## config.mk

```make
export PLATFORM = sky130hd
export DESIGN_NAME = player_move_ctrl
export DESIGN_NICKNAME = d
export VERILOG_FILES = /design/src/rtl/player_move_ctrl.sv
export SDC_FILE = /design/constraint.sdc
export NUM_CORES = 1
export LEC_CHECK = 0
export BUFFER_PORTS_ARGS = -buffer_cell sky130_fd_sc_hd__clkbuf_2
export CELL_PAD_IN_SITES_DETAIL_PLACEMENT = 1
export CELL_PAD_IN_SITES_GLOBAL_PLACEMENT = 2
export CORE_UTILIZATION = 35
export CTS_CLUSTER_SIZE = 16
export DETAILED_ROUTE_END_ITERATION = 12
export MAX_ROUTING_LAYER = met4
export PLACE_DENSITY = 0.88
export SKIP_LAST_GASP = 1
export SYNTH_ARGS = -nofsm -noshare
export SYNTH_HDL_FRONTEND = slang
export SYNTH_SLANG_ARGS = --single-unit
```

## constraint.sdc

```tcl
create_clock -name Clk -period 2.6 [get_ports Clk]
set_input_delay 0.26 -clock Clk [delete_from_list [all_inputs] [get_ports Clk]]
set_output_delay 0.26 -clock Clk [all_outputs]
set_load 0.02 [all_outputs]
```

## src/rtl/player_move_ctrl.sv

```systemverilog
// -----------------------------------------------------------------------------
// player_move_ctrl
// Moves a player token around a 16x16 maze under keyboard control (W/A/S/D).
// Each recognised key press triggers one wall lookup in the maze memory; the
// move is taken if the target cell is open and rejected (bump) if the target
// is a wall or lies off the maze edge. A held key produces a single move.
// Reaching the goal cell latches 'won' and freezes the block until Reset.
//
// Ports
//   Clk           in   1  system clock, all state on posedge
//   Reset         in   1  asynchronous, active-high reset
//   keycode       in   8  current keyboard code, 8'h00 = no key held
//   wall_rd_en    out  1  one-cycle wall memory read strobe
//   wall_rd_addr  out  8  wall memory address {row, col}, 8'h00 when idle
//   wall_rd_data  in   1  wall bit, valid one cycle after wall_rd_en
//   pos_x, pos_y  out  4  current player column / row
//   step_pulse    out  1  one-cycle pulse per accepted move
//   bump_pulse    out  1  one-cycle pulse per rejected move
//   won           out  1  level, player has reached the goal
// -----------------------------------------------------------------------------
module player_move_ctrl #(
  parameter logic [3:0] START_X = 4'd0,
  parameter logic [3:0] START_Y = 4'd0,
  parameter logic [3:0] GOAL_X  = 4'd15,
  parameter logic [3:0] GOAL_Y  = 4'd15
) (
  input  logic       Clk,
  input  logic       Reset,
  input  logic [7:0] keycode,
  output logic       wall_rd_en,
  output logic [7:0] wall_rd_addr,
  input  logic       wall_rd_data,
  output logic [3:0] pos_x,
  output logic [3:0] pos_y,
  output logic       step_pulse,
  output logic       bump_pulse,
  output logic       won
);

  localparam logic [7:0] KEY_NONE = 8'h00;
  localparam logic [7:0] KEY_W    = 8'h1A;
  localparam logic [7:0] KEY_A    = 8'h04;
  localparam logic [7:0] KEY_S    = 8'h16;
  localparam logic [7:0] KEY_D    = 8'h07;

  typedef enum logic [2:0] {
    IDLE  = 3'd0,
    QUERY = 3'd1,
    CHECK = 3'd2,
    HOLD  = 3'd3,
    WON   = 3'd4
  } state_t;

  state_t     state_q, state_d;
  logic [3:0] pos_x_q, pos_x_d;
  logic [3:0] pos_y_q, pos_y_d;
  logic [3:0] tgt_x_q, tgt_x_d;
  logic [3:0] tgt_y_q, tgt_y_d;
  logic       step_q, step_d;
  logic       bump_q, bump_d;
  logic       rd_en_q, rd_en_d;
  logic [7:0] rd_addr_q, rd_addr_d;
  logic       won_q, won_d;

  // Decoded key: whether it is a move key, whether it leaves the maze, and
  // the neighbouring cell it points at (clamped so no wrap can ever occur).
  logic       key_valid_s;
  logic       key_oob_s;
  logic [3:0] key_x_s;
  logic [3:0] key_y_s;

  // Key decoder: translate the keycode into a target cell relative to pos.
  always_comb begin
    key_valid_s = 1'b1;
    key_oob_s   = 1'b0;
    key_x_s     = pos_x_q;
    key_y_s     = pos_y_q;
    case (keycode)
      KEY_W: begin
        if (pos_y_q == 4'd0) key_oob_s = 1'b1;
        else                 key_y_s   = pos_y_q - 4'd1;
      end
      KEY_A: begin
        if (pos_x_q == 4'd0) key_oob_s = 1'b1;
        else                 key_x_s   = pos_x_q - 4'd1;
      end
      KEY_S: begin
        if (pos_y_q == 4'd15) key_oob_s = 1'b1;
        else                  key_y_s   = pos_y_q + 4'd1;
      end
      KEY_D: begin
        if (pos_x_q == 4'd15) key_oob_s = 1'b1;
        else                  key_x_s   = pos_x_q + 4'd1;
      end
      default: key_valid_s = 1'b0;
    endcase
  end

  // Next-state and next-output logic of the move FSM.
  always_comb begin
    state_d = state_q;
    pos_x_d = pos_x_q;
    pos_y_d = pos_y_q;
    tgt_x_d = tgt_x_q;
    tgt_y_d = tgt_y_q;
    step_d  = 1'b0;
    bump_d  = 1'b0;
    case (state_q)
      IDLE: begin
        if (key_valid_s) begin
          tgt_x_d = key_x_s;
          tgt_y_d = key_y_s;
          if (key_oob_s) begin
            state_d = HOLD;
            bump_d  = 1'b1;
          end else begin
            state_d = QUERY;
          end
        end else begin
          state_d = IDLE;
        end
      end
      QUERY: state_d = CHECK;
      CHECK: begin
        // wall_rd_data answers the strobe issued while in QUERY
        if (!wall_rd_data) begin
          pos_x_d = tgt_x_q;
          pos_y_d = tgt_y_q;
          step_d  = 1'b1;
          if ((tgt_x_q == GOAL_X) && (tgt_y_q == GOAL_Y)) state_d = WON;
          else                                            state_d = HOLD;
        end else begin
          bump_d  = 1'b1;
          state_d = HOLD;
        end
      end
      HOLD: begin
        if (keycode == KEY_NONE) state_d = IDLE;
        else                     state_d = HOLD;
      end
      WON:     state_d = WON;
      default: state_d = IDLE;
    endcase
    // Read strobe and address are registered together with the QUERY entry,
    // so they are valid exactly for the cycle the FSM sits in QUERY.
    rd_en_d   = (state_d == QUERY);
    rd_addr_d = rd_en_d ? {tgt_y_d, tgt_x_d} : 8'h00;
    won_d     = (state_d == WON);
  end

  // State and output registers with asynchronous reset.
  always_ff @(posedge Clk or posedge Reset) begin
    if (Reset) begin
      state_q   <= IDLE;
      pos_x_q   <= START_X;
      pos_y_q   <= START_Y;
      tgt_x_q   <= START_X;
      tgt_y_q   <= START_Y;
      step_q    <= 1'b0;
      bump_q    <= 1'b0;
      rd_en_q   <= 1'b0;
      rd_addr_q <= 8'h00;
      won_q     <= 1'b0;
    end else begin
      state_q   <= state_d;
      pos_x_q   <= pos_x_d;
      pos_y_q   <= pos_y_d;
      tgt_x_q   <= tgt_x_d;
      tgt_y_q   <= tgt_y_d;
      step_q    <= step_d;
      bump_q    <= bump_d;
      rd_en_q   <= rd_en_d;
      rd_addr_q <= rd_addr_d;
      won_q     <= won_d;
    end
  end

  assign pos_x        = pos_x_q;
  assign pos_y        = pos_y_q;
  assign step_pulse   = step_q;
  assign bump_pulse   = bump_q;
  assign wall_rd_en   = rd_en_q;
  assign wall_rd_addr = rd_addr_q;
  assign won          = won_q;

endmodule

```

==> results of run 1 <==
-- worst max-delay path by stage --
stage	from	endpoint	slack [ns]
after detailed placement	pos_x[0]	wall_rd_addr[3]	0.15
after floorplan	pos_x[0]	wall_rd_addr[3]	0.29
after CTS	pos_x[0]	wall_rd_addr[3]	0.13
after global placement	pos_x[0]	wall_rd_addr[3]	0.25
after global routing	pos_x[0]	wall_rd_addr[3]	0.03
final	pos_x[0]	wall_rd_addr[3]	0.14
-- worst max-delay path: cells and delay by family (launching register included) --
kind                     cells  cell delay (ns)
buffers and inverters        1             0.08
adder cells (fa/ha/maj)      1             0.25
flip-flops                   1             0.44
AND/OR/NAND/NOR              3             1.10
AO/OA/AOI/OAI                2             0.54
-- stage by stage --
step | std cells | area [sq um] | util | setup slack [ns] | power (mW)
6_report | 285 | 2140 | 0.438 | 0.140 | 1.29
5_1_grt | 285 | 2140 | 0.438 | 0.0267 | 1.35
4_1_cts | 285 | 2140 | 0.438 | 0.133 | 1.30
3_5_place_dp | 277 | 2040 | 0.417 | 0.148 | 0.879
3_3_place_gp | 277 | 2040 | 0.417 | 0.248 | 0.868
2_1_floorplan | 187 | 1830 | - | 0.295 | 0.782
-- synth_stat cells (2+ instances only) --
cell | instances | share of area
and3_1 | 5 | 0.017
a22o_1 | 3 | 0.014
or3b_2 | 2 | 0.0096
and3b_1 | 2 | 0.0096
dfrtp_1 | 31 | 0.42
xnor2_1 | 3 | 0.014
nor3b_1 | 4 | 0.016
and2_1 | 2 | 0.0069
and4b_1 | 3 | 0.016
nor3_1 | 4 | 0.011
mux2_2 | 11 | 0.068
o22ai_1 | 2 | 0.0069
inv_1 | 8 | 0.016
o31ai_1 | 2 | 0.0082
nand2b_1 | 5 | 0.017
nand2_1 | 12 | 0.025
o2bb2ai_1 | 4 | 0.019
o21ai_0 | 8 | 0.022
a21oi_1 | 9 | 0.025
nor2b_1 | 7 | 0.024
ha_1 | 4 | 0.027
nand4_1 | 5 | 0.017
clkbuf_1 | 7 | 0.014
or3_1 | 2 | 0.0069
nor2_1 | 10 | 0.021
a32o_1 | 2 | 0.011
buf_2 | 2 | 0.0055
nand3_1 | 6 | 0.016
-- layout make-up --
| cell class | instances | area, sq um |
|---|---|---|
| Clock buffer | 8 | 100 |
| Fill cell | 593 | 2740 |
| Inverter | 8 | 30.0 |
| Multi-Input combinational cell | 136 | 960 |
| Sequential cell | 31 | 776 |
| Tap cell | 67 | 83.8 |
| Timing Repair Buffer | 35 | 188 |
-- registers in the layout, indices dropped and copies added (netlist names) --
signal	count
tgt_x_q	4
step_pulse	1
won	1
wall_rd_en	1
pos_y	4
bump_pulse	1
pos_x	4
wall_rd_addr	8
state_q	3
tgt_y_q	4
-- routing by layer --
layer,track usage,vias to the layer above,share of wire
met5,-,-,0
met3,0.0447,2,0.028
met1,0.245,763,0.46
met2,0.318,27,0.50
li1,-,738,-
met4,0.0587,0,0.0078
-- cell families after synthesis --
| group | Yosys count |
|---|---|
| simple gates | 76 |
| xor+xnor | 4 |
| flops | 31 |
| fa+ha+maj | 4 |
| buf+inv | 20 |
| compound gates | 40 |
| mux | 12 |
-- power breakdown --
| group | leakage (nW) | total (mW) | internal [mW] | switching (mW) |
|---|---|---|---|---|
| sequential | 0.418 | 0.562 | 0.511 | 0.0516 |
| combinational | 0.538 | 0.308 | 0.131 | 0.177 |
| clock | 0.0515 | 0.416 | 0.241 | 0.175 |
==> results.yml, run 1 <==
run_status:
  status: "complete, no violations"
flow_run:
  maxCapViolations: 0
logic_synthesis:
  yosysSeqAreaShare: 0.425
  synth_warnings: 0
  synth_edf_count: 0
  async_reset_ff_frac: 1.00
  synth_top_family_by_area: "simple AND/OR/NAND/NOR gates"
  yosys_most_used_dff: "dfrtp_1"
  avgSynthCellArea_sq_um: 9.76
  synth_adder_area_share: 0.0274
  synthXorXnorAreaFrac: 0.0192
  netlist_area_sq_um: 1830
  yosys.cell_types.count: 50
  synth-compound-area-share: 0.156
  synthMuxAreaShare: 0.0733
  postSynthCellCount: 187
  synth-simple-area-share: 0.250
  synth_fp_nets: 202
  ys_ff_latch: 31
sta:
  fin_setup_tns_ns: 0
  min_period_ns: 2.46
  slew_headroom: 0.597
  hold_viol: 0
  setup_viol_count_final: 0
  finalCritPeriodShare: 0.946
  max_slew.worst_pin.slew_ns: 0.601
  timing.fmax_mhz: 406
  slew_viol_final: 0
  skew_ns: 0.00471
  rsz0062_at_grt: "no"
  holdWs_ns: 0.0274
worst_setup_path:
  slowest_delay_ns: 0.65
  r2r-start: "pos_x[0]"
  cp_slowest_cell: "or4b_1"
  crit_arrival_ns: 2.68
  r2r_cells: 7
  critical_path.cell_chain: "inv_1 -> ha_1 -> nor3b_1 -> a32o_1 -> a22oi_2 -> or4b_1 -> and3b_1"
  r2r_slack_ns: 0.14
  worstSetupEndpointType: "flop"
  path_max_fanout: 8
  r2r_end: "wall_rd_addr[3]"
  crit_path_start_kind: "flop"
  cp.required_ns: 2.82
  worstSetupPathType: "flop to flop"
die:
  die_area_sq_um: 5510
  core_sq_um: 4880
  rows: 25
  fp.dieW_um: 74.2
  pin_count: 31
  initial_core_util: 0.374
  die_y_um: 74.2
routing:
  wl_mm: 4.62
  drc_errors: 0
  antenna_left: 0
  wl_per_cell_um: 16.2
  vias: 1530
  drt_iter0_drc: 77
  drtPass1Iterations: 4
  viasPerCell: 5.37
placed_design:
  numPortBuffers: 30
  gp_congestion: 0.783
  dp_hpwl_mm: 3.53
clock_network:
  clockRootBuffer: "clkbuf_8"
  cts_sinks: 31
  cts_tree: "built"
  cts_setup_buffers: 0
  clk_pin_slew_ns: 0.06
  htree_levels: 2
  cts_hold_repair.buffers: 0
  clk_path_buf_depth: 2
  cts-buffers-inserted: 5
  clock_latency_ns: 0.29
  cts_resized: 0
worst_hold_path:
  hold_path_class: "primary input to asynchronous set/reset pin"
power:
  ir_drop_mv: 0.323
  cellPowerDensity_nw_per_um2: 602
  p_leak_nw: 1.01
finish:
  final_layout_size_suffix_gt1_frac: 0.280
  final_cell_mix: "dfrtp_1 (31), clkbuf_2 (30), nand2_1 (12)"
  final_nets: 232
  area_growth_pct: 17.1
  final_common_cell: "dfrtp_1"
  antenna_cells: 0
global_route:
  overflow: 0
  grt_max_degree: 32
  grt_pass1_vias: 1553
  grt_usage: 0.196
  antenna_found_initial: 0
  grt_pass1_wl_mm: 7.73
Power figures use the tool's default switching activity.
==> run 2: changes to the inputs <==
- ABC_AREA: unset -> 1
- CORE_UTILIZATION: 35 -> 32
- PLACE_DENSITY: 0.88 -> 0.89
==> run 2 against run 1 <==
Against the previous run: synthesized cell count increased by 43%; via count increased by 10%; fmax increased by 47%; combinational power increased to 3.2 times the previous value; die area increased by 16%; register-to-register slack improved by 0.78 ns; area after synthesis increased by 6.5%; utilization decreased by 5.5 points; non-clock buffer count decreased by 4; sequential power increased by 41%.
==> results.yml, run 2 <==
worst_setup_path:
  r2r_end: "pos_y[2]"
  r2r_cells: 5
  crit_arrival_ns: 1.88
  path_max_fanout: 16
  cp.required_ns: 2.80
  r2r-start: "state_q[2]"
  r2r_slack_ns: 0.92
  cp-endpoint: "pos_y[2]"
  critPathLaunch: "state_q[2]"
  crit_path_start_kind: "flop"
  worstSetupPathType: "flop to flop"
  worstSetupEndpointType: "flop"
placed_design:
  preCtsSetupSlack_ns: 0.754
  gp_congestion: 0.784
  numPortBuffers: 30
  dp_cells: 371
  dp_hpwl_mm: 3.78
  placed_area_sq_um: 2170
run_status:
  status: "complete, no violations"
logic_synthesis:
  yosysSeqAreaShare: 0.399
  synth_area_leader_cell: "dfrtp_1"
  yosysTopAreaCellShare: 0.399
  synth_most_common_cell: "nand2_1"
  avgSynthCellArea_sq_um: 7.28
  yosys_most_used_dff: "dfrtp_1"
  postSynthCellCount: 267
  netlist_area_sq_um: 1940
  synth_area_leaders: "dfrtp_1 (40%), nand2_1 (11%), nor2_1 (8.3%), inv_1 (8.1%), nand3_1 (6.4%)"
  netlist_top_cells_count: "nand2_1 (59), nor2_1 (43), inv_1 (42)"
  synth_warnings: 0
  async_reset_ff_frac: 1.00
  synth_fp_nets: 282
  yosys.cell_types.count: 23
  ys_ff_latch: 31
  synth_edf_count: 0
finish:
  nFillCells: 777
  largest_register_ffs: 8
  fin_cells: 379
  final_layout_size_suffix_gt1_frac: 0.247
  final_nets: 318
  stdcell_area_sq_um: 2250
  area_growth_pct: 15.8
  antenna_cells: 0
  final_cell_mix: "nand2_1 (59), nor2_1 (43), inv_1 (42)"
  final_common_cell: "nand2_1"
routing:
  wl_per_cell_um: 12.4
  vias: 1686
  drc_errors: 0
  viasPerCell: 4.45
  antenna_left: 0
  drtPass1Iterations: 4
  wl_mm: 4.68
  drt_iter0_drc: 64
sta:
  min_period_ns: 1.68
  setup_viol_count_final: 0
  slew_viol_final: 0
  timing.fmax_mhz: 596
  final_critical_path_setup_slack_ns: 0.923
  hold_viol: 0
  skew_ns: 0.00278
  rsz0062_at_grt: "no"
  slew_headroom: 0.615
  finalCritPeriodShare: 0.645
  fin_setup_tns_ns: 0
  max_slew.worst_pin.slew_ns: 0.577
clock_network:
  clock_latency_ns: 0.28
  clockRootBuffer: "clkbuf_8"
  cts_hold_repair.buffers: 0
  cts-buffers-inserted: 5
  clk_path_buf_depth: 2
  cts_setup_buffers: 0
  htree_levels: 2
  cts_tree: "built"
  cts_sinks: 31
  clk_pin_slew_ns: 0.06
  cts_resized: 0
global_route:
  antenna_found_initial: 0
  grt_pass1_vias: 1731
  grt_max_degree: 32
  grt_pass1_wl_mm: 8.01
  grt_usage: 0.170
  overflow: 0
power:
  cellPowerDensity_nw_per_um2: 953
  p_leak_nw: 1.23
  ir_drop_mv: 0.315
die:
  core_sq_um: 5890
  fp.dieW_um: 80.0
  die_y_um: 80.0
  rows: 28
  initial_core_util: 0.330
  pin_count: 31
  die_area_sq_um: 6390
worst_hold_path:
  hold_path_class: "primary input to asynchronous set/reset pin"
flow_run:
  maxCapViolations: 0
run 2: cell types whose count changed in the layout (fill, tap and decap cells not counted), moves of 5 or more:
cell	delta
a21oi_1	-7
and3_1	-5
inv_1	+34
mux2_2	-11
nand2_1	+47
nand2_2	+17
nand2b_1	-5
nand3_1	+19
nor2_1	+33
nor2b_1	-7
o21ai_0	+5
run 2: final cells by class:
cell class | instances | area, sq um | area share
clock buffer | 7 | 76.3 | 0.0339
clock inverter | 1 | 5.00 | 0.00222
inverter | 46 | 173 | 0.0767
multi-input combinational | 188 | 971 | 0.431
sequential | 31 | 776 | 0.344
tap | 75 | 93.8 | 0.0417
timing repair buffer | 31 | 158 | 0.0700
run 2: layer usage:
metal / vias to the layer above / share of wire / GRT usage
met5: - / 0 / -
li1: 886 / - / -
met1: 772 / 0.49 / 0.222
met2: 21 / 0.47 / 0.268
met3: 7 / 0.019 / 0.0171
met4: 0 / 0.016 / 0.0696
run 2: worst max-delay path: stages, from the launching register on:
cell	delay, ns
dfrtp_1	0.46
nor3_2	0.31
inv_1	0.11
nor2_2	0.46
nand2_1	0.14
o21ai_0	0.11
run 2: metrics by stage:
| step | total power, mW | utilization | hold slack, ns |
|---|---|---|---|
| finish | 2.15 | 0.383 | 0.0287 |
| global route | 2.35 | 0.383 | 0.0954 |
| CTS | 2.19 | 0.383 | 0.0418 |
| floorplan | 1.52 | - | 0.364 |
| global placement | 1.78 | 0.369 | 0.344 |
| detailed placement | 1.81 | 0.369 | 0.349 |
run 2: worst min path at each step:
stage | start | endpoint | slack, ns | cells past startpoint
2_1_floorplan | Reset | bump_pulse | 0.36 | 1
3_3_place_gp | Reset | bump_pulse | 0.34 | 3
3_5_place_dp | Reset | wall_rd_addr[3] | 0.35 | 3
4_1_cts | Reset | wall_rd_addr[7] | 0.04 | 3
5_1_grt | Reset | state_q[0] | 0.1 | 3
6_report | Reset | wall_rd_addr[2] | 0.03 | 3
run 2: where the power goes:
group / leakage [nW] / internal (mW) / switching (mW)
logic: 0.806 / 0.334 / 0.662
registers: 0.378 / 0.636 / 0.156
clock network: 0.0422 / 0.187 / 0.170
run 2: logic make-up after synthesis:
| family | after synthesis | share of synthesized area |
|---|---|---|
| simple gates | 165 | 0.417 |
| buf+inv | 48 | 0.102 |
| flops | 31 | 0.399 |
| compound gates | 17 | 0.0476 |
| fa+ha+maj | 4 | 0.0257 |
| xor+xnor | 2 | 0.00901 |
==> run 3: changes to the inputs <==
- CORE_UTILIZATION: 32 -> 28
- PLACE_DENSITY: 0.89 -> 0.83
- clock period: 2.6 -> 1.4 ns (I/O delays scaled with it)
==> run 3 against run 2 <==
Against the previous run: the run now ends with setup timing left; critical path depth is 3 higher; via count increased by 18%; clock power up 120%; largest cell class unchanged; largest power group unchanged.
==> results.yml, run 3 (synthesis results as in run 2) <==
sta:
  setup_viol_count_final: 17
  finalCritPeriodShare: 1.05
  slew_viol_final: 0
  max_slew.worst_pin.slew_ns: 0.404
  timing.fmax_mhz: 678
  hold_viol: 0
  holdWs_ns: 0.151
  rsz0062_at_grt: "yes"
  min_period_ns: 1.47
  slew_headroom: 0.731
  skew_ns: 0.00472
  final_critical_path_setup_slack_ns: -0.0748
routing:
  drt_iter0_drc: 41
  drc_errors: 0
  wl_mm: 5.97
  wl_per_cell_um: 13.7
  vias: 1990
  antenna_left: 0
  viasPerCell: 4.55
  drtPass1Iterations: 4
flow_run:
  maxCapViolations: 0
die:
  die_y_um: 85.3
  fp.dieW_um: 85.3
  core_sq_um: 6760
  initial_core_util: 0.288
  die_area_sq_um: 7280
  pin_count: 31
  rows: 30
finish:
  area_growth_pct: 51.7
  final_nets: 371
  final_layout_size_suffix_gt1_frac: 0.513
  final_cell_mix: "nand2_1 (47), buf_4 (45), inv_1 (32), nor2_1 (32), clkbuf_2 (30)"
  final_common_cell: "nand2_1"
  antenna_cells: 0
  largest_register_ffs: 8
  nFillCells: 846
placed_design:
  numPortBuffers: 30
  preCtsSetupSlack_ns: -0.196
  dp_hpwl_mm: 4.36
  gp_congestion: 0.783
global_route:
  overflow: 0
  antenna_found_initial: 0
  grt_usage: 0.183
  grt_pass1_vias: 2163
  grt_pass1_wl_mm: 10.2
  grt_max_degree: 32
clock_network:
  clock_latency_ns: 0.28
  clk_pin_slew_ns: 0.07
  cts-buffers-inserted: 5
  clk_path_buf_depth: 2
  cts_sinks: 31
  clockRootBuffer: "clkbuf_8"
  htree_levels: 2
  cts_tree: "built"
power:
  ir_drop_mv: 0.822
  cellPowerDensity_nw_per_um2: 1790
  p_leak_nw: 1.52
  total_power_mw: 5.29
worst_setup_path:
  crit_arrival_ns: 1.69
  path_max_fanout: 5
  worstSetupPathType: "flop to flop"
  crit_path_start_kind: "flop"
  worstSetupEndpointType: "flop"
  cp.required_ns: 1.62
  r2r_cells: 8
run_status:
  violations: "setup timing"
  status: "finished with violations"
worst_hold_path:
  hold_path_class: "primary input to flop"
  hold_path_depth: 3
-- run 3: worst paths after layout --
path / start / endpoint / slack (ns)
max: pos_y[1] / wall_rd_addr[2] / -0.07
min: wall_rd_data / bump_pulse / 0.15
max reg2reg: pos_y[1] / wall_rd_addr[2] / -0.07
min reg2reg: tgt_x_q[2] / pos_x[2] / 0.54
max in group asynchronous: Reset / pos_x[0] / 0.60
min in group asynchronous: Reset / wall_rd_en / 0.49
-- run 3: repair_timing --
action	in CTS	in global routing
buffers inserted	4	1
hold buffers	1	0
pin swaps	26	13
endpoints found under the hold margin	31	0
cloned	2	0
resized for setup	48	29
endpoints found under the setup margin	28	30
-- run 3: area by class of cell --
| type | instances | area [sq um] | area share |
|---|---|---|---|
| Sequential cell | 31 | 781 | 0.265 |
| Clock inverter | 1 | 7.51 | 0.00255 |
| Tap cell | 80 | 100 | 0.0339 |
| Clock buffer | 7 | 96.3 | 0.0327 |
| Timing Repair Buffer | 83 | 577 | 0.196 |
| Multi-Input combinational cell | 189 | 1210 | 0.411 |
| Inverter | 46 | 175 | 0.0594 |
-- run 3: worst max-delay path: stages, from the launching register on --
cell	delay, ns
dfrtp_2	0.42
inv_2	0.07
ha_4	0.16
nand3_2	0.08
nand3b_1	0.12
nand2_2	0.08
nor2_4	0.18
nand4_4	0.17
nor2_1	0.13
-- run 3: where the power goes --
group          switching [mW]  total (mW)  internal [mW]
logic                    1.70        2.98           1.28
clock network           0.341       0.788          0.447
registers               0.331        1.52           1.19
-- run 3: per-stage QoR --
step | cells | TNS [ns] | util | instance area (sq um)
after floorplan | 267 | 0 | - | 1960
after global routing | 437 | -3.05 | 0.436 | 2950
after detailed placement | 421 | -1.90 | 0.375 | 2530
after global placement | 421 | -1.03 | 0.375 | 2530
final | 437 | -0.684 | 0.436 | 2950
after CTS | 436 | -0.686 | 0.425 | 2870
-- run 3: metal layers --
layer,track usage,share of wire
met1,0.220,0.44
met2,0.325,0.53
met3,0.0146,0.015
met4,0.0606,0.018
met5,-,0
